**src/rtl/vga_pkg.sv**
```systemverilog
// Shared VGA timing defaults (640x480 @ 60 Hz) and small helpers.
package vga_pkg;

    // Default horizontal timing, in pixels.
    localparam int DEF_H_ACTIVE = 640;
    localparam int DEF_H_FP     = 16;
    localparam int DEF_H_SYNC   = 96;
    localparam int DEF_H_BP     = 48;

    // Default vertical timing, in lines.
    localparam int DEF_V_ACTIVE = 480;
    localparam int DEF_V_FP     = 10;
    localparam int DEF_V_SYNC   = 2;
    localparam int DEF_V_BP     = 33;

    // Width of the coordinate counters and of the frame counter.
    localparam int CNT_W   = 10;
    localparam int FRAME_W = 16;

    // One full period is the visible region plus the three blanking segments.
    function automatic int timing_total(input int active, input int fp,
                                        input int sync, input int bp);
        return active + fp + sync + bp;
    endfunction

    // Per-pixel control bits that travel down the delay line together.
    typedef struct packed {
        logic hs;   // hsync at its output level
        logic vs;   // vsync at its output level
        logic vo;   // video_on for the same coordinate
    } vga_ctl_t;

    localparam int DEF_H_TOTAL = timing_total(DEF_H_ACTIVE, DEF_H_FP, DEF_H_SYNC, DEF_H_BP);
    localparam int DEF_V_TOTAL = timing_total(DEF_V_ACTIVE, DEF_V_FP, DEF_V_SYNC, DEF_V_BP);

endpackage

```
**src/rtl/vga_delay_line.sv**
```systemverilog
// Enable-gated shift register with a synchronous active-low clear.
// DEPTH = 0 degenerates to a plain wire.
module vga_delay_line #(
    parameter int               WIDTH     = 1,
    parameter int               DEPTH     = 1,
    parameter logic [WIDTH-1:0] RESET_VAL = '0
) (
    input  logic             clk_i,
    input  logic             rst_n_i,
    input  logic             en_i,
    input  logic [WIDTH-1:0] d_i,
    output logic [WIDTH-1:0] q_o
);

    if (DEPTH == 0) begin : g_bypass
        logic unused_ok;
        assign unused_ok = ^{clk_i, rst_n_i, en_i};
        assign q_o = d_i;
    end else begin : g_stages
        logic [WIDTH-1:0] stage_q [DEPTH];

        // Shift one stage per enabled tick; clear every stage on reset.
        // NOTE: only a handful of flops, so every stage is reset; a large RAM-style buffer would not be.
        always_ff @(posedge clk_i) begin
            if (!rst_n_i) begin
                for (int i = 0; i < DEPTH; i++) stage_q[i] <= RESET_VAL;
            end else if (en_i) begin
                stage_q[0] <= d_i;
                for (int i = 1; i < DEPTH; i++) stage_q[i] <= stage_q[i-1];
            end
        end

        assign q_o = stage_q[DEPTH-1];
    end

endmodule

```
**src/rtl/vga_timing_gen.sv**
```systemverilog
// VGA raster timing generator: pixel/line counters, sync generation,
// a delay line matching the pixel generator latency, and registered outputs.
module vga_timing_gen
    import vga_pkg::*;
#(
    parameter int H_ACTIVE   = DEF_H_ACTIVE,
    parameter int H_FP       = DEF_H_FP,
    parameter int H_SYNC     = DEF_H_SYNC,
    parameter int H_BP       = DEF_H_BP,
    parameter int V_ACTIVE   = DEF_V_ACTIVE,
    parameter int V_FP       = DEF_V_FP,
    parameter int V_SYNC     = DEF_V_SYNC,
    parameter int V_BP       = DEF_V_BP,
    parameter bit HS_POL     = 1'b0,
    parameter bit VS_POL     = 1'b0,
    parameter int IN_BITS    = 1,
    parameter int COLOR_BITS = 8,
    parameter int PIPE_LAT   = 1
) (
    input  logic                   clock_25,
    input  logic                   reset_key,
    input  logic                   pix_en,
    input  logic [3*IN_BITS-1:0]   rgb_in,
    output logic [CNT_W-1:0]       pixel_x,
    output logic [CNT_W-1:0]       pixel_y,
    output logic                   video_on,
    output logic                   line_start,
    output logic                   frame_start,
    output logic [FRAME_W-1:0]     frame_count,
    output logic                   vga_hs,
    output logic                   vga_vs,
    output logic                   vga_blank_n,
    output logic [COLOR_BITS-1:0]  vga_r,
    output logic [COLOR_BITS-1:0]  vga_g,
    output logic [COLOR_BITS-1:0]  vga_b
);

    localparam int H_TOTAL = timing_total(H_ACTIVE, H_FP, H_SYNC, H_BP);
    localparam int V_TOTAL = timing_total(V_ACTIVE, V_FP, V_SYNC, V_BP);

    localparam logic [CNT_W-1:0] H_LAST   = CNT_W'(H_TOTAL - 1);
    localparam logic [CNT_W-1:0] V_LAST   = CNT_W'(V_TOTAL - 1);
    localparam logic [CNT_W-1:0] H_VIS    = CNT_W'(H_ACTIVE);
    localparam logic [CNT_W-1:0] V_VIS    = CNT_W'(V_ACTIVE);
    localparam logic [CNT_W-1:0] HS_START = CNT_W'(H_ACTIVE + H_FP);
    localparam logic [CNT_W-1:0] HS_END   = CNT_W'(H_ACTIVE + H_FP + H_SYNC);
    localparam logic [CNT_W-1:0] VS_START = CNT_W'(V_ACTIVE + V_FP);
    localparam logic [CNT_W-1:0] VS_END   = CNT_W'(V_ACTIVE + V_FP + V_SYNC);

    // Idle state of the control bits: syncs deasserted, video off.
    localparam vga_ctl_t CTL_IDLE = '{hs: ~HS_POL, vs: ~VS_POL, vo: 1'b0};

    // Replicate a narrow channel MSB-first to fill the output width.
    function automatic logic [COLOR_BITS-1:0] expand(input logic [IN_BITS-1:0] c);
        logic [COLOR_BITS-1:0] res;
        res = '0;
        for (int i = 0; i < COLOR_BITS; i++) res[COLOR_BITS-1-i] = c[IN_BITS-1-(i % IN_BITS)];
        return res;
    endfunction

    logic [CNT_W-1:0]      h_cnt_q, h_cnt_d;
    logic [CNT_W-1:0]      v_cnt_q, v_cnt_d;
    logic [FRAME_W-1:0]    frame_cnt_q, frame_cnt_d;
    logic                  h_wrap, v_wrap;
    vga_ctl_t              ctl_raw, ctl_dly;
    logic                  hs_q, hs_d, vs_q, vs_d, blank_n_q, blank_n_d;
    logic [COLOR_BITS-1:0] r_q, r_d, g_q, g_d, b_q, b_d;

    // Counter next-state: h wraps at end of line, v steps on h wrap, frame on joint wrap.
    // NOTE: always_comb gets a default for every output first, so no path can infer a latch.
    always_comb begin
        h_wrap      = (h_cnt_q == H_LAST);
        v_wrap      = (v_cnt_q == V_LAST);
        h_cnt_d     = h_wrap ? '0 : h_cnt_q + 1'b1;
        v_cnt_d     = v_cnt_q;
        frame_cnt_d = frame_cnt_q;
        if (h_wrap) begin
            v_cnt_d = v_wrap ? '0 : v_cnt_q + 1'b1;
            if (v_wrap) frame_cnt_d = frame_cnt_q + 1'b1;
        end
    end

    // Counter registers, advancing only on pixel ticks.
    // NOTE: sequential state uses non-blocking assignments so all flops update from pre-edge values.
    always_ff @(posedge clock_25) begin
        if (!reset_key) begin
            h_cnt_q     <= '0;
            v_cnt_q     <= '0;
            frame_cnt_q <= '0;
        end else if (pix_en) begin
            h_cnt_q     <= h_cnt_d;
            v_cnt_q     <= v_cnt_d;
            frame_cnt_q <= frame_cnt_d;
        end
    end

    // Raw syncs and active-video flag decoded straight from the counters.
    always_comb begin
        ctl_raw    = CTL_IDLE;
        ctl_raw.vo = (h_cnt_q < H_VIS) && (v_cnt_q < V_VIS);
        if ((h_cnt_q >= HS_START) && (h_cnt_q < HS_END)) ctl_raw.hs = HS_POL;
        if ((v_cnt_q >= VS_START) && (v_cnt_q < VS_END)) ctl_raw.vs = VS_POL;
    end

    // Align the control bits with the pixel generator's colour for the same coordinate.
    vga_delay_line #(
        .WIDTH     ($bits(vga_ctl_t)),
        .DEPTH     (PIPE_LAT),
        .RESET_VAL (CTL_IDLE)
    ) u_ctl_dly (
        .clk_i   (clock_25),
        .rst_n_i (reset_key),
        .en_i    (pix_en),
        .d_i     (ctl_raw),
        .q_o     (ctl_dly)
    );

    // Output next-state: colour passes only inside the (delayed) active area.
    always_comb begin
        hs_d      = ctl_dly.hs;
        vs_d      = ctl_dly.vs;
        blank_n_d = ctl_dly.vo;
        r_d       = '0;
        g_d       = '0;
        b_d       = '0;
        if (ctl_dly.vo) begin
            r_d = expand(rgb_in[3*IN_BITS-1 -: IN_BITS]);
            g_d = expand(rgb_in[2*IN_BITS-1 -: IN_BITS]);
            b_d = expand(rgb_in[IN_BITS-1 -: IN_BITS]);
        end
    end

    // Output register: syncs and colour update together on pixel ticks.
    always_ff @(posedge clock_25) begin
        if (!reset_key) begin
            hs_q      <= ~HS_POL;
            vs_q      <= ~VS_POL;
            blank_n_q <= 1'b0;
            r_q       <= '0;
            g_q       <= '0;
            b_q       <= '0;
        end else if (pix_en) begin
            hs_q      <= hs_d;
            vs_q      <= vs_d;
            blank_n_q <= blank_n_d;
            r_q       <= r_d;
            g_q       <= g_d;
            b_q       <= b_d;
        end
    end

    assign pixel_x     = h_cnt_q;
    assign pixel_y     = v_cnt_q;
    assign video_on    = ctl_raw.vo;
    assign line_start  = (h_cnt_q == '0);
    assign frame_start = (h_cnt_q == '0) && (v_cnt_q == '0);
    assign frame_count = frame_cnt_q;
    assign vga_hs      = hs_q;
    assign vga_vs      = vs_q;
    assign vga_blank_n = blank_n_q;
    assign vga_r       = r_q;
    assign vga_g       = g_q;
    assign vga_b       = b_q;

endmodule

```
**config.mk**
```make
export PLATFORM = sky130hd
export DESIGN_NAME = vga_timing_gen
export DESIGN_NICKNAME = d
export VERILOG_FILES = /design/src/rtl/vga_pkg.sv /design/src/rtl/vga_delay_line.sv /design/src/rtl/vga_timing_gen.sv
export SDC_FILE = /design/constraint.sdc
export NUM_CORES = 1
export LEC_CHECK = 0
export CORE_UTILIZATION = 43
export CTS_CLUSTER_DIAMETER = 200
export DETAILED_ROUTE_END_ITERATION = 16
export MAX_ROUTING_LAYER = met4
export PLACE_DENSITY = 0.86
export SLEW_MARGIN = 20
export SYNTH_ARGS = -nofsm -noshare
export SYNTH_HDL_FRONTEND = slang
export SYNTH_SLANG_ARGS = --single-unit
export TNS_END_PERCENT = 5
```
**constraint.sdc**
```tcl
create_clock -name clock_25 -period 2 [get_ports clock_25]
set_input_delay 0.2 -clock clock_25 [delete_from_list [all_inputs] [get_ports clock_25]]
set_output_delay 0.2 -clock clock_25 [all_outputs]
set_load 0.1 [all_outputs]
```
# Word-level counts from Yosys, hierarchy flattened
# Memory sizes are Yosys's and may differ from the RTL's.
# Index checks and enable logic that the tools add are counted.
# totals
ff_bits	63
mem_bits_rw	3
word_cells	43
n_memories	1
# mem_list
memory	depth	width	rd	rd_ports_with_merged_regs	wr	line_no	source
u_ctl_dly.g_stages.stage_q	1	3	1	0	1	vga_delay_line.sv:20	logic [WIDTH-1:0] stage_q [DEPTH];
# classes
n_addsub	3
n_lt_le_gt_ge	6
n_eq_ne	2
muxes	13
n_reduce_logical	9
# ops
operator	n
$mux 8	3
$add 10x1->10 const B	2
$eq 10x10->1 const B	2
$logic_not 10->1	2
$lt 10x10->1 const B	2
$lt 10x9->1 const B	2
$mux 10	2
$add 16x1->16 const B	1
$ge 10x10->1 const B	1
$ge 10x9->1 const B	1
$mux 1	7
$logic_and 1x1->1	4
$mux 3	1
$reduce_and 3->1	1
$reduce_or 3->1	1
$reduce_and 2->1	1

# Depth between registers and ports, before layout
# Gate-level depths: netlist of run 1.
# logic_depth
ltp_word	5
mapped_depth	8

# By module
# Synthesis of run 1 repeated with hierarchy kept, for this count alone.
# hier_totals
cells_unflattened	263
hier_area_um2	2476.1
# modules_own_cells
module	instances	cells_per_inst	area_per_inst_um2	seq_area_each_um2
vga_timing_gen	1	256	2358.5	840.8
vga_delay_line	1	7	117.6	90.1

# Worst setup path after synthesis of run 1
# OpenSTA, ideal clock, no wires.
# synth_path
path_kind	register to output
from	register h_cnt_q[5], in the netlist pixel_x[5]
to	output port frame_start
arrival_ns	5.498
required_time_ns	1.800
slack_ns	-3.698
stages_incl_launch_ff	6
path_cell_list	dfxtp_1 -> clkbuf_1 -> nor2_1 -> nand3_1 -> nor4b_1 -> and3_1
# synth_between
elab_chain_cells	2
# synth_lines
item	line_no	source
start: declaration	vga_timing_gen.sv:61	logic [CNT_W-1:0] h_cnt_q, h_cnt_d;
start signal: assignment	vga_timing_gen.sv:91	h_cnt_q <= h_cnt_d;
$logic_not 10->1	n/a	
named net line_start	vga_timing_gen.sv:27	output logic line_start,
$logic_and 1x1->1	vga_timing_gen.sv:156	assign frame_start = (h_cnt_q == '0) && (v_cnt_q == '0);
end: declaration	vga_timing_gen.sv:28	output logic frame_start,
# The timed path passes the listed nets, and every way through them passes these cells.

# Worst setup path in the final report of run 1
# layout_path
from	register v_cnt_q[1], in the netlist pixel_y[1]
to	register frame_cnt_q[11], in the netlist frame_count[11]
# layout_between
elab_chain_cells	2
# layout_lines
item	line_no	source
start: declaration	vga_timing_gen.sv:62	logic [CNT_W-1:0] v_cnt_q, v_cnt_d;
start signal: assignment	vga_timing_gen.sv:92	v_cnt_q <= v_cnt_d;
$eq 10x10->1	vga_timing_gen.sv:73	v_wrap = (v_cnt_q == V_LAST);
$reduce_and 3->1 (no line)	n/a	
end signal: assignment	vga_timing_gen.sv:93	frame_cnt_q <= frame_cnt_d;
end: declaration	vga_timing_gen.sv:63	logic [FRAME_W-1:0] frame_cnt_q, frame_cnt_d;
# No other way between the ends.
# A chain may end at the register's enable or synchronous reset.

==> out/metrics.csv, run 1 <==
stage,metric,value,unit
outcome,status,"finished, violations left",
outcome,violated checks,setup timing,
worst_setup_path,Worst setup EP type,flop,
global_route,gr ovfl total,0,
route,Iter 0 DRT Violations,247,
yosys,Adder-Cell Fraction of Synth Area,2.51,%
worst_setup_path,R2R cell count,6,
yosys,top_reg_cell synth,dfxtp_1,
route,DRC,0,
hold_path,Hold EP,vga_vs$_SDFFE_PN1P_,
route,Final ANT Viol Nets,0,
cts,CTS tree,yes,
yosys,Post-Synth XOR/XNOR Area,3.52,%
yosys,Yosys top cell by area,dfxtp_1,
pwr,Clk network pwr share,29.8,%
sta,final period utilization,108,%
pwr,P_sw,0.000623,W
worst_setup_path,critical path class,reg -> reg,
worst_setup_path,reg2reg start,pixel_y[1]$_SDFFE_PN0P_,
yosys,most common cell in the netlist,dfxtp_1,
cts,CTS max path bufs,2,
route,WL/cell,16.0,um
yosys,Synth cell types,45,
yosys,Synth top area share,33.8,%
floorplan,# rows,27,
yosys,register area share after synthesis,37.4,%
yosys,Syn Inst Count,295,
pwr,Leak,1.35,nW
worst_setup_path,WP data required,2220,ps
sta,final slew viol count,0,
sta,RSZ-0062 raised after global routing,yes,
yosys,Simple-Gate Fraction of Synth Area,31.3,%
yosys,syn avg cell area,8.44,um^2
global_route,vias in the first global route,2369,
route,vias,2641,
sta,Max-slew headroom,75.7,%
pwr,Internal Power,0.00125,W
route,drt total wl,7200,um
cts,Clock Root Buffer,clkbuf_8,
placed_design,DP HPWL,5070,um
route,wire length on met1,3030,um
pwr,Total Power,0.00188,W
route,drt pass-1 iters,5,
sta,Tightest Pin Transition,360,ps
yosys,"Cell Area, Synth",2490,um^2
sta,final setup fails,6,
pwr,Peak supply drop,0.000286,V
worst_setup_path,Setup crit start kind,flop,
sta,Final Hold Viols,0,
cells_and_area,n_diodes,0,
worst_setup_path,r2r endpoint,frame_count[11]$_SDFFE_PN0P_,
placed_design,GP Congestion,0.902,
yosys,Synth Warn #,0,
yosys,number of flops mapped to enable cells by yosys,3,
pwr,Seq pwr share,49.4,%
cts,worst skew pair latency,300,ps
route,vias per cell,5.87,
global_route,gr usage total,23.6,%
pwr,Comb pwr share,20.8,%
floorplan,Starting Density,44.9,%
floorplan,Die W,78.1,um
route,met3 routed WL,462,um
floorplan,Core ar.,5540,um^2
worst_setup_path,Worst R2R Setup Slack,-150,ps
cts,htree depth,2,
cts,Post-CTS Setup Inserts,0,
cts,Num CTS Buffers,5,
hold_path,hold path depth,2,
worst_setup_path,WP data arrival,2380,ps
cells_and_area,Filler cells,453,
yosys,synth cell count leaders,"42 x dfxtp_1, 27 x a21oi_1, 24 x nand3_1",
yosys,share of flip-flops with an asynchronous set or reset,0,%
hold_path,Min-Delay Startpoint,u_ctl_dly.g_stages.stage_q[0][1]$_SDFFCE_PN1P_,
sta,setup ws final,-153,ps
yosys,Compound-Gate Fraction of Synth Area,13.1,%
route,top sig layer,met4,
route,met2 WL,3540,um
cts,clock transition at the registers of the reported paths,90,ps
sta,max frequency,465,MHz
flow_run,number of max-cap violations,0,
cells_and_area,final net count,388,
yosys,post-synthesis net count,306,
global_route,first-pass GRT wire length,11300,um
floorplan,Die H,78.1,um
floorplan,area of the die,6100,um^2
sta,Fin Setup TNS,-577,ps
worst_setup_path,"critical path fanouts, max",5,
sta,worst clock skew,4.57,ps
global_route,pin count of the biggest net entering global routing,21,
pwr,Sw Share,33.2,%
hold_path,Worst Hold Class,reg -> reg,
cts,clock sink total,45,
floorplan,Top Ports,72,
yosys,largest family of logic cells by synthesized area,simple AND/OR/NAND/NOR gates,
cells_and_area,share of layout cells above drive strength 1,39.9,%
yosys,"top cells by area, synth","dfxtp_1 34%, buf_4 6.3%, a21oi_1 5.4%, nand3_1 4.8%, or4_1 3.9%",
global_route,initial antenna violation count,0,
placed_design,number of port buffers,71,
yosys,multiplexer area fraction after synthesis,1.21,%
cells_and_area,area grow syn2layout,39.6,%
sta,crit path time final,2150,ps
yosys,"FF+latch count, synth",45,
pwr,PD cells,540,nW/um^2
==> power groups by stage <==
stage / Sequential, W / Combinational (W) / Clock, W
floorplan: 0.00102 / 0.000235 / 0
global placement: 0.000945 / 0.000384 / 0
detailed placement: 0.000946 / 0.000389 / 0
CTS: 0.000925 / 0.000389 / 0.000562
global route: 0.000929 / 0.000401 / 0.000598
finish: 0.000926 / 0.000390 / 0.000559
==> routing by layer <==
layer,global-route usage [%],vias up
met4,8.52,0
met1,28.9,1260
met3,3.84,14
met5,-,-
li1,-,1251
met2,39.1,116
==> per-stage QoR <==
| step | utilization, % | instances | area, um^2 | hold WS, ps | worst slack (ps) |
|---|---|---|---|---|---|
| floorplan | - | 295 | 2580 | 365 | -651 |
| global placement | 59.6 | 442 | 3300 | 443 | -60.4 |
| detailed placement | 59.6 | 442 | 3300 | 458 | -138 |
| CTS | 61.4 | 450 | 3400 | 474 | -93.8 |
| global route | 62.7 | 450 | 3470 | 497 | -172 |
| finish | 62.7 | 450 | 3470 | 471 | -153 |
==> sequential cells by signal (all words and copies together) (netlist names), 3 cells and up <==
register	flops
frame_count	16
pixel_x	10
u_ctl_dly.g_stages.stage_q	3
pixel_y	10
==> kinds of logic (layout without fill, tap and decap cells) <==
family / count (synthesis) / after routing
xor+xnor: 10 / 10
mux: 3 / 3
flops: 45 / 45
compound gates: 54 / 54
simple gates: 131 / 131
fa+ha+maj: 5 / 5
buf+inv: 47 / 130
==> cells in the final DEF, fill, tap and decap left out, types with 2 or more instances in the layout <==
cell	Yosys	routed
nor2_1	19	16
nor2b_1	2	2
nand4_1	15	15
nor4_4	0	2
dfxtp_2	0	6
and4_1	4	4
edfxtp_1	3	3
o41ai_1	4	4
nor3_1	5	4
xor2_1	5	5
or4_1	13	11
clkdlybuf4s50_1	0	5
nand3b_1	2	2
xnor2_1	5	5
buf_4	21	103
o31ai_2	0	2
a21oi_1	27	25
buf_12	0	3
nand3_1	24	23
o31ai_1	12	10
a31oi_1	2	2
mux2i_1	3	3
and3_1	4	3
nand2_1	13	13
clkbuf_8	0	5
or3_1	4	4
or4b_2	3	2
inv_1	9	8
nor2_4	0	2
nand2b_1	6	6
or4_4	2	4
o21ai_0	6	6
dfxtp_4	0	4
a21oi_2	0	2
dfxtp_1	42	32
clkinv_2	0	2
ha_1	5	3
nor4_1	6	3
==> worst max-delay path by stage <==
stage | start | to | slack [ps] | depth (start not counted)
6_report | pixel_y[1]$_SDFFE_PN0P_ | frame_count[11]$_SDFFE_PN0P_ | -150 | 6
4_1_cts | pixel_y[7]$_SDFFE_PN0P_ | frame_count[11]$_SDFFE_PN0P_ | -90 | 4
3_5_place_dp | pixel_y[0]$_SDFFE_PN0P_ | frame_count[11]$_SDFFE_PN0P_ | -140 | 6
3_3_place_gp | pixel_y[0]$_SDFFE_PN0P_ | frame_count[11]$_SDFFE_PN0P_ | -60 | 6
2_1_floorplan | pixel_x[5]$_SDFFE_PN0P_ | frame_start | -650 | 5
5_1_grt | pixel_y[1]$_SDFFE_PN0P_ | frame_count[11]$_SDFFE_PN0P_ | -170 | 6
==> critical path, stage by stage (launching register included) <==
cell and delay, ps:
dfxtp_1 330, inv_1 100, ha_2 190, or2b_4 300, or4_4 570, or4_1 420, a21oi_1 170
==> area by class of cell <==
| cell class | count | area, um^2 | share of cell area (%) |
|---|---|---|---|
| inverters | 10 | 37.5 | 1.08 |
| well taps | 72 | 90.1 | 2.59 |
| clock buffers | 6 | 72.6 | 2.09 |
| flip-flops and latches | 45 | 953 | 27.4 |
| multi-input cells | 203 | 1420 | 40.7 |
| repair buffers | 112 | 895 | 25.8 |
| clock inverters | 2 | 10.0 | 0.288 |
==> timing repair <==
action                                  4_1_cts  5_1_grt
endpoints found under the setup margin        8       15
pin swaps                                     6        4
hold buffers                                  0        0
hold endpoints to repair                      0        0
gates cloned                                  0        0
gates resized for setup                       4       15
Note: power is estimated with default switching activity, not from simulation.
==> inputs of run 2 (changes only) <==
--- a/config.mk
+++ b/config.mk
@@ -6,7 +6,7 @@
 export NUM_CORES = 1
 export LEC_CHECK = 0
 export CORE_UTILIZATION = 43
-export CTS_CLUSTER_DIAMETER = 200
+export CTS_CLUSTER_DIAMETER = 30
 export DETAILED_ROUTE_END_ITERATION = 16
 export MAX_ROUTING_LAYER = met4
 export PLACE_DENSITY = 0.86
==> results of run 2 <==
The final DEF is identical to that of run 1; final timing and power are the same.
